--- src/rtl/rs_dec_single_err_locator_pkg.sv ---
// Shared constants for the single-error Reed-Solomon locator.
// Holds the GF(256) field polynomial, the primitive element, the code
// length and the locator FSM state encoding.
package rs_dec_single_err_locator_pkg;

    // x^8 + x^4 + x^3 + x^2 + 1
    localparam logic [8:0] GF_POLY    = 9'h11D;
    // Reduction term applied when a shifted value overflows bit 8.
    localparam logic [7:0] GF_POLY_LO = GF_POLY[7:0];
    localparam logic [7:0] ALPHA      = 8'h02;
    localparam int         CODE_LEN   = 32;

    typedef enum logic [1:0] {
        ST_IDLE   = 2'd0,
        ST_CHECK  = 2'd1,
        ST_SEARCH = 2'd2
    } state_t;

endpackage

--- src/rtl/gf256_mult.sv ---
// Combinational GF(256) multiplier over the field polynomial 0x11D.
// Ports:
//   i_a  operand A
//   i_b  operand B
//   o_p  product A*B in GF(256)
module gf256_mult
    import rs_dec_single_err_locator_pkg::*;
(
    input  logic [7:0] i_a,
    input  logic [7:0] i_b,
    output logic [7:0] o_p
);

    logic [7:0] w_acc;
    logic [7:0] w_a;

    // Shift-and-add: w_a walks through A*x^i (reduced), accumulated
    // wherever the matching bit of B is set.
    always_comb begin
        w_acc = 8'h00;
        w_a   = i_a;
        for (int i = 0; i < 8; i++) begin
            if (i_b[i]) begin
                w_acc = w_acc ^ w_a;
            end
            w_a = {w_a[6:0], 1'b0} ^ (w_a[7] ? GF_POLY_LO : 8'h00);
        end
    end

    assign o_p = w_acc;

endmodule

--- src/rtl/rs_dec_single_err_locator.sv ---
// Single-error locator for a 32-byte Reed-Solomon frame.
// Latches four syndromes on i_start, rejects the trivial cases in one
// cycle, then steps a candidate locator p = 1..32 looking for the
// geometric relation S(i+1) = S(i) * alpha^p that a single error implies.
//
// state  | meaning
// -------+-----------------------------------------------------------
// IDLE   | waiting for i_start; results from last evaluation held
// CHECK  | classify latched syndromes, seed X(i) = S(i) * alpha
// SEARCH | compare X(i) against S(i+1), advance X(i) *= alpha, p++
//
// Ports:
//   i_clk, i_resb            clock, synchronous active-low reset
//   i_s0..i_s3               syndromes from the syndrome calculator
//   i_start                  evaluate present syndromes (IDLE only)
//   o_busy                   high while in CHECK or SEARCH
//   o_done                   one-cycle result strobe
//   o_no_err/o_corr/o_uncorr one-hot result class
//   o_err_pos, o_err_mag     located byte index and XOR value
module rs_dec_single_err_locator
    import rs_dec_single_err_locator_pkg::*;
(
    input  logic       i_clk,
    input  logic       i_resb,
    input  logic [7:0] i_s0,
    input  logic [7:0] i_s1,
    input  logic [7:0] i_s2,
    input  logic [7:0] i_s3,
    input  logic       i_start,
    output logic       o_busy,
    output logic       o_done,
    output logic       o_no_err,
    output logic       o_corr,
    output logic       o_uncorr,
    output logic [4:0] o_err_pos,
    output logic [7:0] o_err_mag
);

    state_t     r_state;
    state_t     w_state_nxt;

    logic [7:0] r_s0, r_s1, r_s2, r_s3;
    logic [7:0] w_s0_nxt, w_s1_nxt, w_s2_nxt, w_s3_nxt;
    logic [7:0] r_x0, r_x1, r_x2;
    logic [7:0] w_x0_nxt, w_x1_nxt, w_x2_nxt;
    logic [5:0] r_p;
    logic [5:0] w_p_nxt;

    logic       r_done, r_no_err, r_corr, r_uncorr;
    logic       w_done_nxt, w_no_err_nxt, w_corr_nxt, w_uncorr_nxt;
    logic [4:0] r_err_pos, w_err_pos_nxt;
    logic [7:0] r_err_mag, w_err_mag_nxt;

    logic [7:0] w_ma0, w_ma1, w_ma2;
    logic [7:0] w_mp0, w_mp1, w_mp2;
    logic       w_match;
    logic [4:0] w_pos;

    // CHECK seeds from the syndromes; SEARCH advances the running X values.
    assign w_ma0 = (r_state == ST_SEARCH) ? r_x0 : r_s0;
    assign w_ma1 = (r_state == ST_SEARCH) ? r_x1 : r_s1;
    assign w_ma2 = (r_state == ST_SEARCH) ? r_x2 : r_s2;

    gf256_mult u_mult0 (.i_a(w_ma0), .i_b(ALPHA), .o_p(w_mp0));
    gf256_mult u_mult1 (.i_a(w_ma1), .i_b(ALPHA), .o_p(w_mp1));
    gf256_mult u_mult2 (.i_a(w_ma2), .i_b(ALPHA), .o_p(w_mp2));

    assign w_match = (r_x0 == r_s1) && (r_x1 == r_s2) && (r_x2 == r_s3);
    // k = 32 - p; modulo 32 that is simply -p on the low five bits.
    assign w_pos   = 5'd0 - r_p[4:0];

    always_comb begin
        w_state_nxt   = r_state;
        w_s0_nxt      = r_s0;
        w_s1_nxt      = r_s1;
        w_s2_nxt      = r_s2;
        w_s3_nxt      = r_s3;
        w_x0_nxt      = r_x0;
        w_x1_nxt      = r_x1;
        w_x2_nxt      = r_x2;
        w_p_nxt       = r_p;
        w_done_nxt    = 1'b0;
        w_no_err_nxt  = r_no_err;
        w_corr_nxt    = r_corr;
        w_uncorr_nxt  = r_uncorr;
        w_err_pos_nxt = r_err_pos;
        w_err_mag_nxt = r_err_mag;

        case (r_state)
            ST_IDLE: begin
                if (i_start) begin
                    w_s0_nxt    = i_s0;
                    w_s1_nxt    = i_s1;
                    w_s2_nxt    = i_s2;
                    w_s3_nxt    = i_s3;
                    w_state_nxt = ST_CHECK;
                end
            end
            ST_CHECK: begin
                if ((r_s0 | r_s1 | r_s2 | r_s3) == 8'h00) begin
                    w_done_nxt    = 1'b1;
                    w_no_err_nxt  = 1'b1;
                    w_corr_nxt    = 1'b0;
                    w_uncorr_nxt  = 1'b0;
                    w_err_pos_nxt = 5'd0;
                    w_err_mag_nxt = 8'h00;
                    w_state_nxt   = ST_IDLE;
                end else if (r_s0 == 8'h00) begin
                    w_done_nxt    = 1'b1;
                    w_no_err_nxt  = 1'b0;
                    w_corr_nxt    = 1'b0;
                    w_uncorr_nxt  = 1'b1;
                    w_err_pos_nxt = 5'd0;
                    w_err_mag_nxt = 8'h00;
                    w_state_nxt   = ST_IDLE;
                end else begin
                    w_x0_nxt    = w_mp0;
                    w_x1_nxt    = w_mp1;
                    w_x2_nxt    = w_mp2;
                    w_p_nxt     = 6'd1;
                    w_state_nxt = ST_SEARCH;
                end
            end
            ST_SEARCH: begin
                if (w_match) begin
                    w_done_nxt    = 1'b1;
                    w_no_err_nxt  = 1'b0;
                    w_corr_nxt    = 1'b1;
                    w_uncorr_nxt  = 1'b0;
                    w_err_pos_nxt = w_pos;
                    w_err_mag_nxt = r_s0;
                    w_state_nxt   = ST_IDLE;
                end else if (r_p == 6'(CODE_LEN)) begin
                    w_done_nxt    = 1'b1;
                    w_no_err_nxt  = 1'b0;
                    w_corr_nxt    = 1'b0;
                    w_uncorr_nxt  = 1'b1;
                    w_err_pos_nxt = 5'd0;
                    w_err_mag_nxt = 8'h00;
                    w_state_nxt   = ST_IDLE;
                end else begin
                    w_x0_nxt = w_mp0;
                    w_x1_nxt = w_mp1;
                    w_x2_nxt = w_mp2;
                    w_p_nxt  = r_p + 6'd1;
                end
            end
            default: begin
                w_state_nxt = ST_IDLE;
            end
        endcase
    end

    always_ff @(posedge i_clk) begin
        if (!i_resb) begin
            r_state   <= ST_IDLE;
            r_s0      <= 8'h00;
            r_s1      <= 8'h00;
            r_s2      <= 8'h00;
            r_s3      <= 8'h00;
            r_x0      <= 8'h00;
            r_x1      <= 8'h00;
            r_x2      <= 8'h00;
            r_p       <= 6'd0;
            r_done    <= 1'b0;
            r_no_err  <= 1'b0;
            r_corr    <= 1'b0;
            r_uncorr  <= 1'b0;
            r_err_pos <= 5'd0;
            r_err_mag <= 8'h00;
        end else begin
            r_state   <= w_state_nxt;
            r_s0      <= w_s0_nxt;
            r_s1      <= w_s1_nxt;
            r_s2      <= w_s2_nxt;
            r_s3      <= w_s3_nxt;
            r_x0      <= w_x0_nxt;
            r_x1      <= w_x1_nxt;
            r_x2      <= w_x2_nxt;
            r_p       <= w_p_nxt;
            r_done    <= w_done_nxt;
            r_no_err  <= w_no_err_nxt;
            r_corr    <= w_corr_nxt;
            r_uncorr  <= w_uncorr_nxt;
            r_err_pos <= w_err_pos_nxt;
            r_err_mag <= w_err_mag_nxt;
        end
    end

    assign o_busy    = (r_state != ST_IDLE);
    assign o_done    = r_done;
    assign o_no_err  = r_no_err;
    assign o_corr    = r_corr;
    assign o_uncorr  = r_uncorr;
    assign o_err_pos = r_err_pos;
    assign o_err_mag = r_err_mag;

endmodule

--- config.mk ---
export PLATFORM = sky130hd
export DESIGN_NAME = rs_dec_single_err_locator
export DESIGN_NICKNAME = d
export VERILOG_FILES = /design/src/rtl/rs_dec_single_err_locator_pkg.sv /design/src/rtl/gf256_mult.sv /design/src/rtl/rs_dec_single_err_locator.sv
export SDC_FILE = /design/constraint.sdc
export NUM_CORES = 1
export LEC_CHECK = 0
export CAP_MARGIN = 20
export CELL_PAD_IN_SITES_DETAIL_PLACEMENT = 0
export CELL_PAD_IN_SITES_GLOBAL_PLACEMENT = 2
export CORE_ASPECT_RATIO = 2
export CORE_MARGIN = 2
export CORE_UTILIZATION = 36
export CTS_CLUSTER_SIZE = 28
export DETAILED_ROUTE_END_ITERATION = 8
export PLACE_DENSITY = 0.89
export SLEW_MARGIN = 20
export SYNTH_ARGS = -nofsm -noshare
export SYNTH_HDL_FRONTEND = slang
export SYNTH_SLANG_ARGS = --single-unit
--- constraint.sdc ---
create_clock -name i_clk -period 3.86 [get_ports i_clk]
set_input_delay 0.386 -clock i_clk [delete_from_list [all_inputs] [get_ports i_clk]]
set_output_delay 0.386 -clock i_clk [all_outputs]
set_load 0.005 [all_outputs]
==> out/metrics.yaml, run 1 <==
min_from: "o_no_err"
worstSkewPairLatency_ns: 0.34
synthToLayoutAreaGrowth_pct: 16.1
synthMuxAreaShare: 0.0310
finalMaxSlewViolations: 0
synth_top_family_by_area: "simple AND/OR/NAND/NOR gates"
crit_start: "r_state[0]"
finalSetupTns_ns: 0
synth_ff_type: "dfxtp_1"
cts_buffers: 9
wl_per_cell_um: 18.7
ant_nets: 0
syn-instance-count: 602
cts_resized: 0
insertedDiodeCount: 0
start_util: 0.365
cp_cell_sequence: "inv_1, ha_2, nor2_1, a31oi_2, buf_4, nand2_2, a221oi_1, a21oi_1"
r2r-start: "r_state[0]"
p_comb_frac: 0.451
arrival_ns: 2.95
seqPwrFrac: 0.318
multi_input_area_um2: 2870
grt_pass1_vias: 4537
layout.cells.non_filler: 780
min_path_type: "reg2reg"
switching_share: 0.447
internal-power_uw: 1950
relSlewSlack: 0.374
fin_skew_ns: 0.00892
portBuffers: 52
status: "complete, no violations"
cp.required_ns: 4.06
antenna_found_initial: 0
grt_max_degree: 50
p_leak_uw: 0.00191
die_area_um2: 14500
clock.fmax_mhz: 364
endpoint_kind: "register"
synthSimpleGateAreaFrac: 0.245
yosysSeqAreaShare: 0.334
synth-compound-area-share: 0.220
cts.clk_slew.worst_paths_ns: 0.06
drive_gt1_frac: 0.0784
path_class: "reg2reg"
cts_tree: "done"
slowest_stage: "nand2_2"
setup_viol: 0
synth-edff-count: 0
gp_congestion: 0.843
crit_fanout: 46
fin_crit_sh: 0.712
synth_warnings: 0
ys_ff_latch: 81
yosys.area_share.adder: 0.0129
top_usage_layer: "met2"
dp_hpwl_um: 9690
critPathBufInv: 2
register_area_um2: 1620
hold_violations: 0
htreeDepth: 3
cp_top_family: "compound AO/OA/AOI/OAI gates"
drv_cap: 0
grt_pass1_wl_um: 23900
worst_slew_pin_slew_ns: 0.936
viasPerCell: 5.91
synthArstFlopShare: 0
vias: 4608
synth_fp_nets: 642
clockPowerShare: 0.230
overflow: 0
p_per_area_nw_per_um2: 626
io_pins: 53
drcViolationCount: 0
clock_tree.root_cell: "clkbuf_16"
synthesis.area_um2: 4850
grt_use_met1: 0.277
routed_wl_um: 14600
peakVddDrop_mv: 0.297
grt_util_met2: 0.334
fp.dieW_um: 86.1
synth.avg_cell_area_um2: 8.06
synth_cell_types: 56
slowest_delay_ns: 0.54
cts_hold_buf: 0
p_sw_uw: 1570
rsz0062_at_grt: "false"
nNetsFinal: 660
cts_sinks: 81
use_met3: 0.0314
min_period_ns: 2.75
drt-initial-drc-count: 374
track_usage: 0.206
dp_cells: 764
coreArea_um2: 13300
synth_xor_area_frac: 0.0813
rows: 60
cts_setup_buffers: 0
setup.worst_path.start_class: "register"
clockBufferDepth: 2
firstDrtPassIters: 5
die_h_um: 168
fillers: 1377
routing by layer:
metal | up-vias | wire (µm) | part of all wire
li1 | 2218 | - | -
met1 | 2218 | 6310 | 0.43
met2 | 142 | 7270 | 0.50
met3 | 30 | 699 | 0.048
met4 | 0 | 314 | 0.022
met5 | - | 0 | 0
synthesized netlist by cell type, drive strengths merged (2+ instances only):
library cell / number / area share
nand2: 124 / 0.096
nor2b: 2 / 0.0026
xor2: 9 / 0.016
mux2i: 15 / 0.031
nor2: 12 / 0.0093
a21oi: 71 / 0.076
nand4: 12 / 0.015
a31oi: 4 / 0.0064
a211oi: 3 / 0.0046
and2: 4 / 0.0052
nand3: 20 / 0.022
a211o: 13 / 0.023
buf: 36 / 0.050
a221oi: 21 / 0.038
nor4b: 3 / 0.0054
and3: 3 / 0.0039
nor3b: 13 / 0.021
xnor2: 36 / 0.065
a21boi: 4 / 0.0062
inv: 6 / 0.0046
clkbuf: 25 / 0.019
nor4: 18 / 0.032
a221o: 12 / 0.025
ha: 5 / 0.013
nor3: 26 / 0.028
o221a: 3 / 0.0070
a311o: 2 / 0.0041
a21o: 2 / 0.0031
a311oi: 6 / 0.011
dfxtp: 81 / 0.33
cell type report:
cell class | instances | share of cell area
well taps | 155 | 0.0344
inverters | 7 | 0.00467
clock inverters | 4 | 0.00511
flip-flops and latches | 81 | 0.288
repair buffers | 68 | 0.114
clock buffers | 12 | 0.0438
multi-input cells | 453 | 0.510
power by group through the flow:
stage          combinational [µW]  sequential [µW]  clock (µW)
3_5_place_dp                 1570             1140           0
5_1_grt                      1720             1140         860
3_3_place_gp                 1570             1140           0
6_report                     1590             1120         811
2_1_floorplan                1220             1070           0
4_1_cts                      1580             1120         828
through the flow:
step | setup slack [ns] | hold slack [ns] | total power, µW | utilization | area (µm²)
floorplan | 1.94 | 0.454 | 2290 | - | 4850
global placement | 1.22 | 0.449 | 2710 | 0.403 | 5350
detailed placement | 1.16 | 0.452 | 2710 | 0.403 | 5350
CTS | 1.14 | 0.466 | 3530 | 0.424 | 5630
global route | 0.869 | 0.482 | 3720 | 0.424 | 5630
finish | 1.11 | 0.459 | 3520 | 0.424 | 5630
final timing paths:
kind                                 end  cells past startpoint  slack, ns
worst max-delay path             r_x1[3]                      8       1.11
worst min-delay path            o_no_err                      2       0.46
worst max register to register   r_x1[3]                      8       1.11
worst min register to register  o_no_err                      2       0.46
tightest hold or removal path: stages (launching register included):
cell,delay [ns]
dfxtp_1,0.31
nand2_1,0.05
mux2i_1,0.05
layout by cell type, fill, tap and decap left out, types with 3 or more instances in the layout:
| cell | netlist | layout |
|---|---|---|
| nor3b_1 | 12 | 12 |
| a21boi_0 | 4 | 4 |
| nor3_1 | 25 | 25 |
| ha_1 | 5 | 4 |
| a221o_1 | 12 | 12 |
| and3_1 | 3 | 3 |
| a221oi_1 | 21 | 21 |
| buf_4 | 8 | 16 |
| a21oi_1 | 70 | 70 |
| nor2_1 | 12 | 11 |
| a211o_1 | 13 | 13 |
| clkdlybuf4s50_1 | 0 | 52 |
| nand3_1 | 19 | 19 |
| nand2_1 | 123 | 122 |
| a211oi_1 | 3 | 3 |
| a311oi_1 | 6 | 6 |
| and2_1 | 4 | 3 |
| mux2i_1 | 15 | 15 |
| xnor2_1 | 36 | 36 |
| xor2_1 | 9 | 9 |
| a31oi_1 | 3 | 3 |
| nor4b_1 | 3 | 3 |
| dfxtp_1 | 81 | 81 |
| inv_1 | 5 | 5 |
| clkbuf_16 | 0 | 9 |
| nand4_1 | 12 | 12 |
| nor4_1 | 14 | 14 |
registers in the layout, indices dropped and copies added, names as in the netlist:
| signal | cells |
|---|---|
| r_x2 | 8 |
| r_x0 | 8 |
| r_x1 | 8 |
| r_state | 2 |
| o_err_mag | 8 |
| o_corr | 1 |
| r_s3 | 8 |
| o_done | 1 |
| r_s0 | 8 |
| o_err_pos | 5 |
| r_p | 6 |
| o_uncorr | 1 |
| r_s2 | 8 |
| r_s1 | 8 |
| o_no_err | 1 |
cells by family (layout without fill, tap and decap cells):
logic type,after synthesis,count (layout)
simple gates,240,240
compound gates,148,148
fa+ha+maj,5,5
mux,15,15
xor+xnor,45,45
buf+inv,68,91
flops,81,81
(Power assumes the default switching activity.)
==> run 2, diff against run 1 <==
--- a/config.mk
+++ b/config.mk
@@ -10,10 +10,10 @@
 export CELL_PAD_IN_SITES_GLOBAL_PLACEMENT = 2
 export CORE_ASPECT_RATIO = 2
 export CORE_MARGIN = 2
-export CORE_UTILIZATION = 36
+export CORE_UTILIZATION = 34
 export CTS_CLUSTER_SIZE = 28
 export DETAILED_ROUTE_END_ITERATION = 8
-export PLACE_DENSITY = 0.89
+export PLACE_DENSITY = 0.85
 export SLEW_MARGIN = 20
 export SYNTH_ARGS = -nofsm -noshare
 export SYNTH_HDL_FRONTEND = slang
==> constraint.sdc (replaced) <==
create_clock -name i_clk -period 2.7 [get_ports i_clk]
set_input_delay 0.27 -clock i_clk [delete_from_list [all_inputs] [get_ports i_clk]]
set_output_delay 0.27 -clock i_clk [all_outputs]
set_load 0.005 [all_outputs]
==> run 2 against run 1 <==
  * Register-to-register slack got worse by 0.67 ns
  * Largest cell class unchanged
  * Combinational power up 48%
  * Clock power up 65%
  * Critical path type unchanged
==> out/metrics.yaml, run 2 (synthesized netlist as in run 1, its figures left out) <==
final_common_cell: "nand2_1"
gp_congestion: 0.890  # +5.6%
portBuffers: 52  # unchanged
cts_resized: 0  # unchanged
track_usage: 0.203  # -0.00333
finalSetupTns_ns: 0  # unchanged
grt_pass1_wl_um: 24200  # +1.3%
layout_common_cells: "123 x nand2_1, 81 x dfxtp_1, 70 x a21oi_1, 52 x clkdlybuf4s50_1, 36 x xnor2_1"
r2r-start: "r_s2[4]"
drv_cap: 0  # unchanged
r2r_end: "o_uncorr"
coreArea_um2: 13900  # +4.5%
cts_tree: "done"
whs_endpoint: "o_err_mag[6]"
wl_per_cell_um: 18.1  # -3.1%
p_per_area_nw_per_um2: 909  # +45%
cts_hold_buf: 0  # unchanged
cp.required_ns: 2.90  # -1.16 ns
drt-initial-drc-count: 240  # -36%
viasPerCell: 5.69  # -3.6%
register_area_um2: 1620  # unchanged
grt_max_degree: 51  # +2.0%
worst_slew_pin_slew_ns: 0.685  # -0.252 ns
final_area_um2: 5820  # +3.4%
min_path_type: "reg2reg"
reg2reg_depth: 6  # -2
slowest_stage: "buf_4"
fillers: 1484  # +7.8%
synthToLayoutAreaGrowth_pct: 20.0
path_class: "reg2reg"
fp.dieW_um: 88.5  # +2.8%
cp_cell_sequence: "xnor2_1, nand4_1, nor2_2, buf_4, a311o_1, mux2i_1"
dpl_cell_area_um2: 5500  # +2.8%
crit_fanout: 32  # -30%
rows: 61  # +1.7%
die_h_um: 173  # +2.8%
multi_input_area_um2: 2870  # -0.13%
clock_tree.root_cell: "clkbuf_16"
setup.worst_path.start_class: "register"
whs_ns: 0.456  # -0.00323 ns
relSlewSlack: 0.542  # +0.169
finalMaxSlewViolations: 0  # unchanged
reg2reg_slack_ns: 0.44  # -0.67 ns
insertedDiodeCount: 0  # unchanged
rsz0062_at_grt: "false"
status: "complete, no violations"
fin_util: 0.419  # -0.00471
hold_depth: 2  # unchanged
start_util: 0.349  # -0.0158
io_pins: 53  # unchanged
setup_viol: 0  # unchanged
fin_skew_ns: 0.00554  # -0.00338 ns
grt_pass1_vias: 4564  # +0.60%
drcViolationCount: 0  # unchanged
clock.fmax_mhz: 442  # +22%
htreeDepth: 3  # unchanged
peakVddDrop_mv: 0.548  # +84%
cts.clk_slew.worst_paths_ns: 0.06  # about the same
arrival_ns: 2.46  # -0.49 ns
clockBufferDepth: 2  # unchanged
min_from: "o_err_mag[6]"
nNetsFinal: 671  # +1.7%
die_area_um2: 15300  # +5.7%
overflow: 0  # unchanged
vias: 4691  # +1.8%
routed_wl_um: 14900  # +2.3%
endpoint_kind: "register"
hold_violations: 0  # unchanged
drive_gt1_frac: 0.0929  # +0.0145
cts_buffers: 9  # unchanged
cts_setup_buffers: 0  # unchanged
dp_hpwl_um: 10400  # +7.2%
worstSkewPairLatency_ns: 0.35  # about the same
ant_nets: 0  # unchanged
post-route-worst-setup-slack_ns: 0.439  # -0.671 ns
cts_sinks: 81  # unchanged
firstDrtPassIters: 5  # unchanged
fin_crit_sh: 0.837  # +0.125
slowest_delay_ns: 0.44  # -0.10 ns
p_leak_uw: 0.00200  # +4.5%
antenna_found_initial: 0  # unchanged
min_period_ns: 2.26  # -0.489 ns
pre_cts_slack_ns: 0.462  # -0.693 ns
## run 2: final cells by class
type,instances,share of cell area
inverter,7,0.00451
sequential,81,0.279
clock inverter,5,0.0138
tap,189,0.0406
timing repair buffer,79,0.129
clock buffer,10,0.0411
multi-input combinational,453,0.493
## run 2: through the flow
stage               power (µW)  cells
floorplan                 3270    602
global placement          3910    809
detailed placement        3950    809
CTS                       5290    824
global route              5560    824
finish                    5290    824
## run 2: worst max-delay path by stage
stage                 start            to  cells past startpoint
finish              r_s2[4]      o_uncorr                      6
global route         r_p[0]  o_err_mag[2]                      7
CTS                  r_p[0]      o_uncorr                      7
detailed placement   r_p[0]      o_uncorr                      7
global placement     r_p[0]      o_uncorr                      7
floorplan            r_p[0]       r_x1[0]                      8
## run 2: critical path, delay by kind of cell (launching register included)
kind	cells	cell delay, ns
and+or+nand+nor	2	0.70
xor gates and xnor gates	1	0.29
AOI/OAI and AO/OA	1	0.24
muxes	1	0.06
DFF	1	0.36
buffers and inverters	1	0.44
## run 2: report_power, final
part | leakage [µW] | internal (µW) | switching [µW] | total, µW
clock | 0.000151 | 828 | 509 | 1340
sequential | 0.000660 | 1360 | 236 | 1600
combinational | 0.00119 | 829 | 1530 | 2350
total | 0.00200 | 3020 | 2270 | 5290
## run 2: metal layers
metal,routed length (µm),GRT usage,up-vias
met3,517,0.0263,37
met2,8000,0.357,152
li1,-,-,2239
met1,5790,0.228,2263
met5,0,0,-
met4,630,0.110,0
